$ cat config.mk
export PLATFORM = sky130hd
export DESIGN_NAME = button_event_scheduler_flat
export DESIGN_NICKNAME = d
export VERILOG_FILES = /design/src/rtl/btn_evt_pkg.sv /design/src/rtl/button_event_scheduler_if.sv /design/src/rtl/btn_evt_fifo.sv /design/src/rtl/button_event_scheduler.sv /design/src/flat_wrapper.sv
export SDC_FILE = /design/constraint.sdc
export NUM_CORES = 1
export LEC_CHECK = 0
export BUFFER_PORTS_ARGS = -buffer_cell sky130_fd_sc_hd__buf_2
export CAP_MARGIN = 20
export CORE_ASPECT_RATIO = 1.1
export CORE_MARGIN = 3
export CORE_UTILIZATION = 50
export CTS_BUF_LIST = sky130_fd_sc_hd__clkbuf_2 sky130_fd_sc_hd__clkbuf_4 sky130_fd_sc_hd__clkbuf_8
export CTS_CLUSTER_DIAMETER = 50
export CTS_CLUSTER_SIZE = 40
export DETAILED_ROUTE_END_ITERATION = 6
export PLACE_DENSITY = 0.79
export SLEW_MARGIN = 0
export SYNTH_ARGS = -nofsm -noshare
export SYNTH_HDL_FRONTEND = slang
export SYNTH_SLANG_ARGS = --single-unit
$ cat constraint.sdc
create_clock -name clk -period 3.1 [get_ports clk]
set_input_delay 0.62 -clock clk [delete_from_list [all_inputs] [get_ports clk]]
set_output_delay 0.62 -clock clk [all_outputs]
set_load 0.01 [all_outputs]
$ cat src/rtl/btn_evt_pkg.sv
// Shared types for the button event scheduler: event type encoding and the
// packed event record carried through the FIFO.
package btn_evt_pkg;

    localparam int unsigned EVT_W = 2;
    // Wide enough for the largest supported button count (8).
    localparam int unsigned BTN_IDX_W = 3;

    typedef enum logic [EVT_W-1:0] {
        EvtPress   = 2'd0,
        EvtLong    = 2'd1,
        EvtRepeat  = 2'd2,
        EvtRelease = 2'd3
    } evt_type_t;

    typedef struct packed {
        logic [BTN_IDX_W-1:0] btn;
        evt_type_t            typ;
    } evt_t;

endpackage

$ cat src/rtl/button_event_scheduler_if.sv
// Valid/ready event port between the scheduler (master) and its consumer.
interface button_event_scheduler_if
    import btn_evt_pkg::*;
#(
    parameter int unsigned N_BTN = 4
);
    localparam int unsigned IDX_W = (N_BTN > 1) ? $clog2(N_BTN) : 1;

    logic             evt_valid;
    logic             evt_ready;
    logic [IDX_W-1:0] evt_btn;
    logic [EVT_W-1:0] evt_type;

    modport master (output evt_valid, output evt_btn, output evt_type, input evt_ready);
    modport slave  (input evt_valid, input evt_btn, input evt_type, output evt_ready);

endinterface

$ cat src/rtl/btn_evt_fifo.sv
// Small synchronous FIFO of event records. Pushes are refused while full,
// even when a pop happens in the same cycle.
module btn_evt_fifo
    import btn_evt_pkg::*;
#(
    parameter int unsigned DEPTH = 4
) (
    input  logic clk,
    input  logic rst_n,
    input  logic push,
    input  evt_t wdata,
    input  logic pop,
    output evt_t rdata,
    output logic full,
    output logic empty
);
    localparam int unsigned PTR_W = (DEPTH > 1) ? $clog2(DEPTH) : 1;

    evt_t             mem [DEPTH];
    logic [PTR_W-1:0] wr_ptr;
    logic [PTR_W-1:0] rd_ptr;
    logic [PTR_W:0]   count;
    logic             do_push;
    logic             do_pop;

    assign full    = (count == (PTR_W+1)'(DEPTH));
    assign empty   = (count == '0);
    assign do_push = push & ~full;
    assign do_pop  = pop & ~empty;
    assign rdata   = mem[rd_ptr];

    // Storage, pointers and occupancy; storage is reset so the head reads 0.
    always_ff @(posedge clk or negedge rst_n) begin
        if (!rst_n) begin
            for (int i = 0; i < int'(DEPTH); i++) begin
                mem[i] <= '0;
            end
            wr_ptr <= '0;
            rd_ptr <= '0;
            count  <= '0;
        end else begin
            if (do_push) begin
                mem[wr_ptr] <= wdata;
                wr_ptr      <= wr_ptr + 1'b1;
            end
            if (do_pop) begin
                rd_ptr <= rd_ptr + 1'b1;
            end
            case ({do_push, do_pop})
                2'b10:   count <= count + 1'b1;
                2'b01:   count <= count - 1'b1;
                default: count <= count;
            endcase
        end
    end

endmodule

$ cat src/rtl/button_event_scheduler.sv
// Turns debounced button levels into an ordered stream of PRESS/LONG/REPEAT/
// RELEASE events: per-button trackers feed one-deep pending slots, a
// round-robin arbiter moves one slot per cycle into the output FIFO.
module button_event_scheduler
    import btn_evt_pkg::*;
#(
    parameter int unsigned N_BTN    = 4,
    parameter int unsigned LONG_CYC = 12_000_000,
    parameter int unsigned REP_CYC  = 2_400_000,
    parameter int unsigned CNT_W    = 24,
    parameter int unsigned DEPTH    = 4
) (
    input  logic                    clk,
    input  logic                    rst_n,
    input  logic [N_BTN-1:0]        btn_state,
    button_event_scheduler_if.master evt,
    output logic                    ovf,
    input  logic                    ovf_clr
);
    localparam int unsigned IDX_W = (N_BTN > 1) ? $clog2(N_BTN) : 1;

    logic [N_BTN-1:0] pend_vld;
    evt_type_t        pend_type [N_BTN];
    logic [N_BTN-1:0] grant;
    logic [N_BTN-1:0] drop;
    logic [IDX_W-1:0] rr_ptr;
    logic [IDX_W-1:0] grant_idx;
    logic             grant_any;
    logic             push;
    logic             fifo_full;
    logic             fifo_empty;
    evt_t             fifo_wdata;
    evt_t             fifo_rdata;
    logic             unused_rdata;

    for (genvar i = 0; i < int'(N_BTN); i++) begin : g_btn
        logic             prev_q;
        logic             rep_q;
        logic [CNT_W-1:0] cnt_q;
        logic             pend_q;
        evt_type_t        ptype_q;
        logic [CNT_W-1:0] cnt_inc;
        logic [CNT_W-1:0] cnt_d;
        logic             rep_d;
        logic             gen;
        evt_type_t        gen_type;
        logic             slot_busy;

        assign cnt_inc   = cnt_q + 1'b1;
        // Slot counts as free if it is being granted this very cycle.
        assign slot_busy = pend_q & ~grant[i];
        assign drop[i]   = gen & slot_busy;
        assign pend_vld[i]  = pend_q;
        assign pend_type[i] = ptype_q;

        // Edge/hold tracker: decides the event (if any) and next counter state.
        always_comb begin
            gen      = 1'b0;
            gen_type = EvtPress;
            cnt_d    = cnt_q;
            rep_d    = rep_q;
            if (btn_state[i] && !prev_q) begin
                gen   = 1'b1;
                cnt_d = CNT_W'(1);
            end else if (btn_state[i] && prev_q) begin
                if (!rep_q && (cnt_inc == CNT_W'(LONG_CYC))) begin
                    gen      = 1'b1;
                    gen_type = EvtLong;
                    rep_d    = 1'b1;
                    cnt_d    = '0;
                end else if (rep_q && (cnt_inc == CNT_W'(REP_CYC))) begin
                    gen      = 1'b1;
                    gen_type = EvtRepeat;
                    cnt_d    = '0;
                end else begin
                    cnt_d = cnt_inc;
                end
            end else if (!btn_state[i] && prev_q) begin
                gen      = 1'b1;
                gen_type = EvtRelease;
                cnt_d    = '0;
                rep_d    = 1'b0;
            end
        end

        // Tracker state and pending slot; a new event into a busy slot is lost.
        always_ff @(posedge clk or negedge rst_n) begin
            if (!rst_n) begin
                prev_q  <= 1'b0;
                rep_q   <= 1'b0;
                cnt_q   <= '0;
                pend_q  <= 1'b0;
                ptype_q <= EvtPress;
            end else begin
                prev_q <= btn_state[i];
                rep_q  <= rep_d;
                cnt_q  <= cnt_d;
                if (gen && !slot_busy) begin
                    pend_q  <= 1'b1;
                    ptype_q <= gen_type;
                end else if (grant[i]) begin
                    pend_q <= 1'b0;
                end
            end
        end
    end

    // Round-robin pick: scan from the highest offset down so the lowest
    // offset from the pointer wins.
    always_comb begin
        logic [IDX_W:0] sum;
        grant_any = 1'b0;
        grant_idx = '0;
        sum       = '0;
        for (int off = int'(N_BTN) - 1; off >= 0; off--) begin
            sum = {1'b0, rr_ptr} + (IDX_W+1)'(off);
            if (sum >= (IDX_W+1)'(N_BTN)) begin
                sum = sum - (IDX_W+1)'(N_BTN);
            end
            if (pend_vld[sum[IDX_W-1:0]]) begin
                grant_any = 1'b1;
                grant_idx = sum[IDX_W-1:0];
            end
        end
    end

    assign push = grant_any & ~fifo_full;

    // One-hot grant, only when the push actually happens.
    always_comb begin
        grant = '0;
        if (push) begin
            grant[grant_idx] = 1'b1;
        end
    end

    assign fifo_wdata = '{btn: BTN_IDX_W'(grant_idx), typ: pend_type[grant_idx]};

    // Pointer moves past the winner; sticky overflow with set over clear.
    always_ff @(posedge clk or negedge rst_n) begin
        if (!rst_n) begin
            rr_ptr <= '0;
            ovf    <= 1'b0;
        end else begin
            if (push) begin
                rr_ptr <= (grant_idx == IDX_W'(N_BTN - 1)) ? '0 : grant_idx + 1'b1;
            end
            if (|drop) begin
                ovf <= 1'b1;
            end else if (ovf_clr) begin
                ovf <= 1'b0;
            end
        end
    end

    btn_evt_fifo #(
        .DEPTH (DEPTH)
    ) u_fifo (
        .clk   (clk),
        .rst_n (rst_n),
        .push  (push),
        .wdata (fifo_wdata),
        .pop   (evt.evt_valid & evt.evt_ready),
        .rdata (fifo_rdata),
        .full  (fifo_full),
        .empty (fifo_empty)
    );

    assign evt.evt_valid = ~fifo_empty;
    assign evt.evt_btn   = fifo_rdata.btn[IDX_W-1:0];
    assign evt.evt_type  = fifo_rdata.typ;
    assign unused_rdata  = ^fifo_rdata.btn;

endmodule

$ cat src/flat_wrapper.sv
// flat-port wrapper written by rule: the top's interface ports become plain ports
module button_event_scheduler_flat import btn_evt_pkg::*;
#(
    parameter int unsigned N_BTN    = 4,
    parameter int unsigned LONG_CYC = 12_000_000,
    parameter int unsigned REP_CYC  = 2_400_000,
    parameter int unsigned CNT_W    = 24,
    parameter int unsigned DEPTH    = 4
)
  (clk, rst_n, btn_state, ovf, ovf_clr, evt_evt_valid, evt_evt_btn, evt_evt_type, evt_evt_ready);
  button_event_scheduler_if #(.N_BTN(N_BTN)) evt_i ();
  input  logic clk;
  input  logic rst_n;
  input  logic [N_BTN-1:0] btn_state;
  output logic ovf;
  input  logic ovf_clr;
  output wire logic [$bits(evt_i.evt_valid)-1:0] evt_evt_valid;
  output wire logic [$bits(evt_i.evt_btn)-1:0] evt_evt_btn;
  output wire logic [$bits(evt_i.evt_type)-1:0] evt_evt_type;
  input wire logic [$bits(evt_i.evt_ready)-1:0] evt_evt_ready;
  assign evt_evt_valid = evt_i.evt_valid;
  assign evt_evt_btn = evt_i.evt_btn;
  assign evt_evt_type = evt_i.evt_type;
  assign evt_i.evt_ready = evt_evt_ready;
  button_event_scheduler #(.N_BTN(N_BTN), .LONG_CYC(LONG_CYC), .REP_CYC(REP_CYC), .CNT_W(CNT_W), .DEPTH(DEPTH)) u_core (.clk(clk), .rst_n(rst_n), .btn_state(btn_state), .evt(evt_i), .ovf(ovf), .ovf_clr(ovf_clr));
endmodule
==> run summary, run 1 <==
The endpoint identified for the worst register-to-register timing path is u_core.g_btn[3].cnt_q[23]$_DFFE_PN0P_. The setup clock skew after layout was 0.0108 ns; the number of nets in the synthesized netlist was 1082. The tools report the startpoint type of the worst setup path as a register. In this run the worst path has a maximum fanout of 6. The worst hold path belongs to the class in2async. The number of buffers inserted for hold repair after clock tree synthesis came out at 0. The starting density of the core came out at 0.513. The final critical-path share of the clock period works out to 1.00.

Proportion of register bits with asynchronous set or reset after synthesis: 1.00. The final-report hold violation count came out at 0. The number of warnings issued by yosys came out at 0. The routability-driven placement congestion ratio was 1.02; the clock slew at the register clock pins of the worst setup and hold paths was 0.08 ns.

The number of enable flip-flop cells after synthesis was 0. The netlist area before placement was 0.00913 mm²; the number of storage elements in the synthesis netlist was 142. Dividing the detail-routed wire length by the instance count gives 16.9 µm. The area overhead of the layout relative to synthesis was 21.9%. The tools report the core area as 0.0178 mm². Pre-CTS setup slack: -0.00658 ns.

The biggest area contributor in the post-synthesis netlist is dfrtp_1. Counting cells, the worst reg-to-reg path comes to 12. Entering global routing, the biggest net connects 72 pins. The most common cell after layout, fill and taps aside is buf_4.

Peak supply drop: 0.355 mV. The total overflow left after global routing is 0. Subtracting the final worst setup slack from the clock period gives 3.10 ns. Setup repair after global routing could not meet its margin everywhere.

For the pin with the worst max-slew slack, the measured transition is 0.796 ns. The final route contains 8913 vias. TritonCTS built the clock tree. The tools report the data required time at the worst endpoint as 3.44 ns. The tools report the final setup violation count as 1.

In the synthesized netlist the dominant register cell turns out to be dfrtp_1. The area of the die is 0.0199 mm². The depth of the CTS H-tree is 4. The count of mapped cells out of synthesis was 1060. The worst setup path is of the reg2reg kind.

Counting along the longest clock path gives a buffer depth of 2. The number of I/O pins is 14. The via count of the first global-routing pass was 8514; the share of Yosys cell area claimed by the top area cell type was 0.389. The width of the die is 135 µm, and the arrival time reported for the critical path endpoint is 3.44 ns. The first global-routing pass estimated 39.5 mm of wire. Violation count after the first detailed-routing iteration: 733. The library cells used most frequently in the layout, excluding fill and tap cells, are buf_4 (136), dfrtp_1 (134), nand2_1 (113). Derived from the worst setup path, the maximum achievable clock frequency is 0.323 GHz. The net count reported at finish is 1194. For this block, the routed nets add up to 24.0 mm of wire.

For this run, design rule violations remaining after detail routing come to 0. The synthesized area divided by synthesized cell count is 8.61 µm², and the share of layout cells above drive strength 1 is 0.225. The run gives 142 as the count of clock tree sinks. During placement, the flow inserted port buffers numbering 13.

The worst-case setup margin in the final layout is -0.000386 ns. The run finished, with violations left. The clock tree root driver cell is clkbuf_8. In this run the critical register-to-register path is launched from u_core.g_btn[3].cnt_q[10]$_DFFE_PN0P_. For the overall global routing resource usage, the log shows 0.238. After synthesis, the netlist uses 79 different library cells.

Measured along the y axis, the die boundary spans 148 µm. The later-pin clock latency in the skew report was 0.45 ns; the via count normalized by instance count was 6.26. The relative max-transition margin is 0.467, and the power per standard cell area is 523 mW/mm². Register-to-register setup slack: -0.0004 ns.

The worst setup path is captured at a register. The pre-antenna-repair detailed-routing pass consisted of 5 iterations. The count of antenna diodes in the layout is 0, and the initial antenna violation count is 0.

The tool flagged a number of max-cap violations equal to 0. Once detailed placement completed, the half-perimeter wirelength came to 16.3 mm. The minimum hold slack was 0.169 ns. The checks that failed: setup timing. For the number of clock buffers inserted by TritonCTS, the log shows 17.

The analysis attributes to cell leakage a power of 0.00473 µW. Sorting the synthesized cells by area gives the leading types as dfrtp_1 (39%), nand2_1 (4.6%), o21ai_0 (4.0%). In this run the core area contains 51 standard-cell rows.

The proportion of synthesized chip area in sequential cells was 0.389; the final number of max-transition violations was 0. Remaining number of nets flagged by the antenna check after routing: 0.
## final cells by class
type	instances	area, µm²
sequential	142	3560
clock buffer	18	248
timing repair buffer	159	1240
multi-input combinational	819	5430
inverter	33	124
tap	238	298
clock inverter	14	215
fill	1420	6680
## power by group
part | total, µW | switching, µW | internal [µW] | leakage (µW)
clock network | 1740 | 756 | 981 | 0.000229
registers | 2410 | 267 | 2140 | 0.00185
logic | 1670 | 973 | 695 | 0.00264
total | 5820 | 2000 | 3820 | 0.00473
## sequential cells by signal, indices dropped and copies added, names as in the netlist
signal                count
u_core.g_btn.cnt_q       96
u_core.g_btn.pend_q       4
u_core.g_btn.prev_q       4
u_core.g_btn.ptype_q      8
u_core.g_btn.rep_q        4
u_core.ovf                1
u_core.rr_ptr             2
u_core.u_fifo.count       3
u_core.u_fifo.mem        16
u_core.u_fifo.rd_ptr      2
u_core.u_fifo.wr_ptr      2
## synthesized netlist by cell type (all sizes together), types with 9 or more instances
| library cell | number |
|---|---|
| a31oi | 29 |
| o21a | 12 |
| a21oi | 50 |
| a22o | 14 |
| o311ai | 10 |
| and2 | 22 |
| dfrtp | 142 |
| inv | 32 |
| o22ai | 9 |
| nor4 | 31 |
| nor2 | 57 |
| and4 | 17 |
| o21ai | 75 |
| nor3 | 31 |
| xor2 | 25 |
| or3 | 21 |
| nand2b | 12 |
| ha | 13 |
| nand3 | 54 |
| xnor2 | 23 |
| nand2 | 113 |
| clkbuf | 48 |
| and3 | 16 |
| nand4 | 39 |
| buf | 18 |
| a21o | 14 |
| a211o | 12 |
| or4 | 16 |
## kinds of logic after synthesis
| logic type | synth area share |
|---|---|
| AND/OR/NAND/NOR | 0.271 |
| multiplexers | 0.0166 |
| XOR/XNOR | 0.0461 |
| AO/OA/AOI/OAI | 0.214 |
| flip-flops | 0.389 |
| adder cells (fa/ha/maj) | 0.0200 |
| buffers and inverters | 0.0435 |
## critical path, cell delays in order, from the launching register on
cell and delay, ns:
dfrtp_1 0.40, nand4_1 0.25, buf_4 0.22, buf_4 0.14, nor4_2 0.33, buf_4 0.20, nand2_1 0.05, a22o_1 0.25
nor4_4 0.36, a21boi_4 0.30, buf_6 0.15, nor3_1 0.04, a211o_1 0.29
## how the worst max path moves through the flow
stage | start | end | slack [ns] | cells after the start
2_1_floorplan | u_core.g_btn[0].cnt_q[5]$_DFFE_PN0P_ | u_core.g_btn[0].cnt_q[14]$_DFFE_PN0P_ | -0.10 | 11
3_3_place_gp | u_core.g_btn[0].cnt_q[5]$_DFFE_PN0P_ | u_core.g_btn[0].cnt_q[14]$_DFFE_PN0P_ | 0.04 | 8
3_5_place_dp | u_core.g_btn[0].cnt_q[5]$_DFFE_PN0P_ | u_core.g_btn[0].cnt_q[14]$_DFFE_PN0P_ | -0.007 | 8
4_1_cts | u_core.g_btn[2].cnt_q[0]$_DFFE_PN0P_ | u_core.g_btn[2].ptype_q[1]$_DFFE_PN0P_ | -0.003 | 9
5_1_grt | u_core.g_btn[3].cnt_q[1]$_DFFE_PN0P_ | u_core.g_btn[3].cnt_q[23]$_DFFE_PN0P_ | -0.07 | 10
6_report | u_core.g_btn[3].cnt_q[10]$_DFFE_PN0P_ | u_core.g_btn[3].cnt_q[23]$_DFFE_PN0P_ | -0.0004 | 12
## per-layer routing
metal  track usage  vias up  routed length (µm)
met5             0        -                   0
met4        0.0881        0                 722
li1              -     4219                   -
met2         0.405      294               12000
met3        0.0405       80                1040
met1         0.304     4320               10200
## timing repair
action | 4_1_cts | 5_1_grt
resized for setup | 3 | 63
gates cloned | 0 | 1
buffers inserted | 0 | 14
pin swaps | 0 | 19
setup endpoints to repair | 7 | 89
## metrics by stage
stage | utilization | power, µW | setup TNS (ns) | cell area [µm²] | instances
finish | 0.625 | 5820 | -0.000386 | 11100 | 1423
floorplan | - | 3530 | -0.145 | 9200 | 1060
CTS | 0.603 | 5810 | -0.00329 | 10700 | 1408
global route | 0.625 | 6200 | -1.33 | 11100 | 1423
detailed placement | 0.577 | 4070 | -0.0104 | 10300 | 1376
global placement | 0.577 | 3980 | 0 | 10300 | 1376
Note: power is estimated with default switching activity, not from simulation.
==> inputs of run 2 (changes only) <==
==> constraint.sdc (replaced) <==
create_clock -name clk -period 2.8 [get_ports clk]
set_input_delay 0.56 -clock clk [delete_from_list [all_inputs] [get_ports clk]]
set_output_delay 0.56 -clock clk [all_outputs]
set_load 0.01 [all_outputs]
==> run summary, run 2 (synthesis gave the netlist of run 1 again) <==
The flow ran to the end, but the final reports show violations. The final reports fail on setup timing. The transition time at the pin with the least slew margin is 1.24 ns, and the clock slew at the register clock pins of the worst setup and hold paths is 0.10 ns.

The run gives 2490 µW as the net switching power. Leaving out fill and tap cells, the most frequent cells in the layout are buf_4 (235), dfrtp_1 (134), nand2_1 (111). Global routing finished with a remaining overflow of 0. The final routed DRC violation total is 0. During placement, the flow inserted port buffers numbering 13. Final standard cell utilization of the core: 0.731. The routed wirelength normalized by instance count was 20.8 µm; the worst-case setup margin in the final layout was -0.468 ns. The largest registers in the layout are u_core.g_btn.cnt_q (96), u_core.u_fifo.mem (16), u_core.g_btn.ptype_q (8). The worst setup path is of the reg2reg kind. For the peak clock frequency supported by timing, the log shows 0.306 GHz. The placed instances occupy a cell area of 0.0112 mm². The number of non-filler instances in the completed layout came out at 1551.

Fill cells in the final layout number 1055. The relative max-transition margin was 0.170; the clock period minus final worst setup slack was 3.27 ns. The most common cell after layout, fill and taps aside is buf_4.

The H-tree was split into 4 levels. The final setup violation count came out at 88. Clock tree synthesis inserted a total of 17 buffers. The repair_antennas step left the layout with diodes totalling 0.

For the worst setup path, the data required time is 3.17 ns. The switching share of power was 0.371; the share of layout cells above drive strength 1 was 0.372. The floorplan has 51 rows.

After detailed routing, the number of vias per cell comes to 6.69. The tools report the pre-CTS setup slack as -0.493 ns. The run gives 0.0130 mm² as the summed area of non-filler cells in the final layout. The vertical extent of the die is 148 µm, and the core area is 0.0178 mm². The logs give 0 for the remaining number of nets flagged by the antenna check after routing and 0.401 for the sequential power share.

The number of placed instances, taps included, is 1480. Via count of the first global-routing pass: 9958. The worst hold path belongs to the class in2async.

The power per standard cell area is 516 mW/mm². The first global-routing pass estimated 48.2 mm of wire. The tool flagged a number of max-cap violations equal to 0. Setup repair after global routing could not meet its margin everywhere. Internal power comes to 4220 µW. Pin placement for this block handled 14 I/O pins. TritonCTS built the clock tree. Final number of max-transition violations: 0. The register with the most flip-flops in the layout has 96 of them. The sum of negative setup slack was -23.99 ns; the arrival time reported for the critical path endpoint was 3.64 ns. The run gives 17.5 mm as the post-detailed-placement half-perimeter wirelength. In the final design database the tool counted 1322 nets. The final-report hold violation count was 0; the highest fanout seen on the critical path was 8. STA classifies the critical path endpoint as a register.

For this block, the via count after detailed routing is 10375. Entering global routing, the biggest net connects 58 pins. At the end of routability-driven placement, the weighted congestion stood at 0.910.

The final critical-path share of the clock period is 1.17, and the violation count after the first detailed-routing iteration is 1313. The startpoint type of the worst setup path is a register. In this run the deepest clock path goes through 2 buffers.

The area growth from synthesis to layout is 42.5%. The analysis attributes to cell leakage a power of 0.00559 µW. Count of clock tree sinks: 142. The overall global routing resource usage is 0.291. Wires add up to 32.2 mm. The first TritonRoute pass finished after 5 iterations. The clock arrives with 0.0165 ns of skew. The die is 135 µm wide. For the starting density of the core, the log shows 0.513.

Later-pin clock latency in the skew report: 0.47 ns. For the clock network fraction of design power, the log shows 0.265. The logs give 0 for the initial antenna violation count and 0.0199 mm² for the area of the die. The tools report the relative contribution of combinational cells to total power as 0.333. Register ranked first by flip-flop count: u_core.g_btn.cnt_q.

The logs give 0 for the number of buffers inserted for hold repair after clock tree synthesis and 0.480 mV for the peak supply drop. The root buffer cell chosen for the clock tree is clkbuf_8.
[run 2: worst max-delay path: stages (launching register included)]
cell	delay [ns]
dfrtp_1	0.36
buf_4	0.16
nand4_1	0.20
buf_4	0.23
nor3_1	0.37
a31o_2	0.27
o211ai_1	0.13
or4b_4	0.58
a21oi_4	0.17
buf_12	0.17
buf_12	0.13
buf_16	0.11
nor3b_1	0.05
o21a_1	0.24
[run 2: metrics by stage]
| step | total power [µW] | hold slack, ns |
|---|---|---|
| 6_report | 6710 | 0.0361 |
| 3_5_place_dp | 4620 | 0.471 |
| 2_1_floorplan | 3960 | 0.264 |
| 3_3_place_gp | 4490 | 0.458 |
| 4_1_cts | 6470 | 0.0737 |
| 5_1_grt | 7050 | 0.0763 |
[run 2: area by class of cell]
class | instances | area [µm²] | area share
clock buffers | 23 | 310 | 0.0239
multi-input cells | 820 | 6190 | 0.476
inverters | 33 | 124 | 0.00952
clock inverters | 9 | 108 | 0.00827
well taps | 238 | 298 | 0.0229
flip-flops and latches | 142 | 3560 | 0.274
repair buffers | 286 | 2420 | 0.186
[run 2: worst paths after layout]
path                                                         end                                  from  slack, ns  cells after the start
setup / recovery           u_core.g_btn[2].cnt_q[14]$_DFFE_PN0P_  u_core.g_btn[2].cnt_q[6]$_DFFE_PN0P_      -0.47                     13
hold reg to reg                u_core.u_fifo.mem[16]$_DFFE_PN0P_     u_core.u_fifo.mem[16]$_DFFE_PN0P_       0.49                      2
hold / removal             u_core.g_btn[2].cnt_q[10]$_DFFE_PN0P_                                 rst_n       0.04                      1
max in group asynchronous  u_core.g_btn[1].cnt_q[22]$_DFFE_PN0P_                                 rst_n       1.94                      2
min in group clk                u_core.g_btn[2].prev_q$_DFF_PN0_                          btn_state[2]       0.32                      1
setup reg to reg           u_core.g_btn[2].cnt_q[14]$_DFFE_PN0P_  u_core.g_btn[2].cnt_q[6]$_DFFE_PN0P_      -0.47                     13
[run 2: layer usage]
layer  vias up  part of all wire  GRT usage
li1       4483                 -          -
met1      5014              0.38      0.356
met2       687              0.49      0.505
met3       191             0.080     0.0517
met4         0             0.046      0.123
met5         -                 0          0
[run 2: power by group through the flow]
stage | sequential, µW | clock, µW | combinational (µW)
after floorplan | 2600 | 0 | 1360
after global placement | 2670 | 0 | 1820
after CTS | 2660 | 1760 | 2060
after detailed placement | 2690 | 0 | 1940
after global routing | 2730 | 1870 | 2460
final | 2690 | 1780 | 2240
[run 2: timing repair]
item,4_1_cts,5_1_grt
gates resized for setup,99,105
setup buffers,20,16
endpoints found under the setup margin,100,108
pin swaps,39,43
endpoints found under the hold margin,0,0
cloned,8,0
==> inputs of run 3 (changes only) <==
--- a/config.mk
+++ b/config.mk
@@ -15,6 +15,7 @@
 export CTS_CLUSTER_SIZE = 40
 export DETAILED_ROUTE_END_ITERATION = 6
 export PLACE_DENSITY = 0.79
+export SETUP_SLACK_MARGIN = 0.02
 export SLEW_MARGIN = 0
 export SYNTH_ARGS = -nofsm -noshare
 export SYNTH_HDL_FRONTEND = slang
==> constraint.sdc (replaced) <==
create_clock -name clk -period 2.8 [get_ports clk]
set_input_delay 0.56 -clock clk [delete_from_list [all_inputs] [get_ports clk]]
set_output_delay 0.56 -clock clk [all_outputs]
set_load 0.05 [all_outputs]
==> run summary, run 3 (synthesis gave the netlist of run 1 again) <==
Clock tree root driver cell: clkbuf_8. The routed wirelength normalized by instance count works out to 18.7 µm. Clock network fraction of design power: 0.284. The number of I/O pins is 14, and the final critical-path share of the clock period is 1.15.

STA puts the critical path data required time at 3.17 ns. The tools report the final setup violation count as 83. The analysis attributes to net switching a power of 2620 µW. The critical path contains buffers and inverters numbering 2 combined. The clock passes through at most 2 buffers. The overall global routing resource usage is 0.267, and the sequential power share is 0.383. The internal power of the cells totals 4360 µW. The remaining number of nets flagged by the antenna check after routing was 0. The tools report the initial antenna violation count as 0.

The logs give 142 for the count of clock tree sinks and 0.00356 mm² for the register area. The later-pin clock latency in the skew report is 0.49 ns. The arrival time reported for the critical path endpoint is 3.57 ns.

Across all register-to-register paths, the minimum setup slack is -0.41 ns. The vias after detailed routing was 9686. Entering global routing, the biggest net connects 56 pins. The type of the setup path with the least slack is reg2reg.

Setup repair after global routing could not meet its margin everywhere. At the end of routability-driven placement, the weighted congestion stood at 0.894. The endpoint identified for the worst register-to-register timing path is u_core.g_btn[2].cnt_q[17]$_DFFE_PN0P_. Standard cell area after detailed placement: 0.0110 mm². The total iterations of the first detailed-routing run is 7. The tools report the starting density of the core as 0.513. After layout, the minimum clock period comes to 3.21 ns.

Across the routed clock network, the largest skew measured is 0.0178 ns. The tools report the met2 track demand over resource in global routing as 0.464. The relative max-transition margin came out at 0.350.

Via count of the first global-routing pass: 9341. The run gives 0.00544 µW as the reported leakage power. TritonCTS built the clock tree.

The number of clock buffers added by TritonCTS is 17. The width of the die is 135 µm. For the sum of negative setup slack, the log shows -17.33 ns. The worst hold path class was in2async. Cell type of the slowest stage on the worst timing path: or4b_4. The peak supply drop came out at 0.698 mV. After global routing, the most crowded layer is met2. For this run, the post-layout net count is 1293. The switching share of power is 0.375, and the violation count after the first detailed-routing iteration is 903. Global-route track usage on met1: 0.337. The clock slew at the register clock pins of the worst setup and hold paths was 0.09 ns. For this design the ratio of total power to cell area is 554 mW/mm².

The area overhead of the layout relative to synthesis is 38.1%, and the post-detailed-placement half-perimeter wirelength is 17.5 mm. The largest single stage delay on the critical path is 0.52 ns. The top cell types in the final layout, fill and taps aside, are buf_4 (212), dfrtp_1 (137), nand2_1 (111). Final-report hold violation count: 0. At the pin with the least slew margin, the transition time is 0.971 ns. For the relative contribution of combinational cells to total power, the log shows 0.333. The logic depth of the worst register-to-register path is 11.

The logs give -0.407 ns for the worst-case setup margin in the final layout and 0.0178 mm² for the core area. For this block, the routed nets add up to 28.4 mm of wire. The number of buffers added on ports is 13. The met3 global-route usage is 0.0402, and the final standard cell utilization of the core is 0.708.

The checks that failed: setup timing. The design draws 6980 µW. In this run the number of H-tree levels came out at 4. Ranked by flip-flop count, first place goes to u_core.g_btn.cnt_q. The count of antenna diodes in the layout came out at 0. Along the worst path, the maximum fanout reaches 6. The flow ran to the end, but the final reports show violations. Number of maximum-capacitance constraint violations: 0. After detailed routing, the number of remaining DRC violations is 0. From bottom edge to top edge, the die measures 148 µm. Dividing the detail-routed via count by the number of cells gives 6.36. The first global-routing pass estimated 44.2 mm of wire. The gate family responsible for the most delay along the worst path was compound AO/OA/AOI/OAI gates. The number of flip-flops under the largest register name is 96, and the final number of max-transition violations is 0.

The startpoint identified for the worst register-to-register timing path is u_core.g_btn[2].cnt_q[0]$_DFFE_PN0P_. The total overflow left after global routing is 0. Most common cell after layout, fill and taps aside: buf_4. Area of the die: 0.0199 mm². The largest registers in the layout are u_core.g_btn.cnt_q (96), u_core.u_fifo.mem (16), u_core.g_btn.ptype_q (8). The summed area of non-filler cells in the final layout is 0.0126 mm². The tools report the startpoint type of the worst setup path as a register. The logs give 0.312 GHz for the peak clock frequency supported by timing and 51 for the placement row count. The worst setup path is captured at a register. Traced cell by cell, the critical path runs through ha_2 -> buf_4 -> nor2_1 -> nand4_1 -> a211o_1 -> a22oi_2 -> or4b_4 -> a21oi_4 -> buf_6 -> nor2_4 -> a221o_1. The total area of multi-input combinational cells is 0.00605 mm². Fill cells in the final layout number 1190.

The share of layout cells above drive strength 1 came out at 0.350.
[run 3: area by class of cell]
type	instances	share of cell area
Clock buffer	19	0.0203
Clock inverter	13	0.0169
Inverter	33	0.00983
Multi-Input combinational cell	819	0.480
Sequential cell	142	0.283
Tap cell	238	0.0236
Timing Repair Buffer	258	0.166
[run 3: worst reg2reg max path, stage by stage (launching register included)]
cell	delay (ns)
dfrtp_1	0.43
ha_2	0.24
buf_4	0.16
nor2_1	0.21
nand4_1	0.19
a211o_1	0.34
a22oi_2	0.17
or4b_4	0.52
a21oi_4	0.25
buf_6	0.18
nor2_4	0.06
a221o_1	0.35
[run 3: per-layer routing]
| layer | share of wire | up-vias |
|---|---|---|
| li1 | - | 4422 |
| met1 | 0.41 | 4777 |
| met2 | 0.51 | 393 |
| met3 | 0.051 | 94 |
| met4 | 0.032 | 0 |
| met5 | 0 | - |
[run 3: timing repair]
| action | 4_1_cts | 5_1_grt |
|---|---|---|
| cloned | 6 | 0 |
| hold buffers | 0 | 0 |
| pin swaps | 28 | 31 |
| endpoints found under the setup margin | 103 | 108 |
| gates resized for setup | 77 | 107 |
| buffers inserted | 11 | 22 |
| hold endpoints to repair | 0 | 0 |
[run 3: worst max-delay path by stage]
stage / start / to / slack [ns] / cells after the start
after global placement: u_core.g_btn[0].cnt_q[5]$_DFFE_PN0P_ / u_core.g_btn[0].cnt_q[14]$_DFFE_PN0P_ / -0.27 / 8
final: u_core.g_btn[2].cnt_q[0]$_DFFE_PN0P_ / u_core.g_btn[2].cnt_q[17]$_DFFE_PN0P_ / -0.41 / 11
after detailed placement: u_core.g_btn[0].cnt_q[5]$_DFFE_PN0P_ / u_core.g_btn[0].cnt_q[14]$_DFFE_PN0P_ / -0.37 / 8
after CTS: u_core.g_btn[0].cnt_q[8]$_DFFE_PN0P_ / u_core.g_btn[0].cnt_q[14]$_DFFE_PN0P_ / -0.26 / 8
after floorplan: u_core.g_btn[0].cnt_q[5]$_DFFE_PN0P_ / u_core.g_btn[0].cnt_q[14]$_DFFE_PN0P_ / -0.40 / 11
after global routing: u_core.g_btn[2].cnt_q[0]$_DFFE_PN0P_ / u_core.g_btn[2].cnt_q[17]$_DFFE_PN0P_ / -0.51 / 11
[run 3: power by group through the flow]
stage / clock, µW / combinational (µW) / sequential, µW
5_1_grt: 2070 / 2580 / 2700
3_3_place_gp: 0 / 2030 / 2670
2_1_floorplan: 0 / 1560 / 2620
3_5_place_dp: 0 / 2150 / 2700
4_1_cts: 1970 / 2250 / 2660
6_report: 1980 / 2330 / 2670
[run 3: per-stage QoR]
step | std cells | setup slack [ns] | hold WS (ns)
floorplan | 1060 | -0.398 | 0.264
global placement | 1457 | -0.271 | 0.456
detailed placement | 1457 | -0.374 | 0.469
CTS | 1506 | -0.264 | 0.0518
global route | 1522 | -0.513 | 0.0744
finish | 1522 | -0.407 | 0.0213
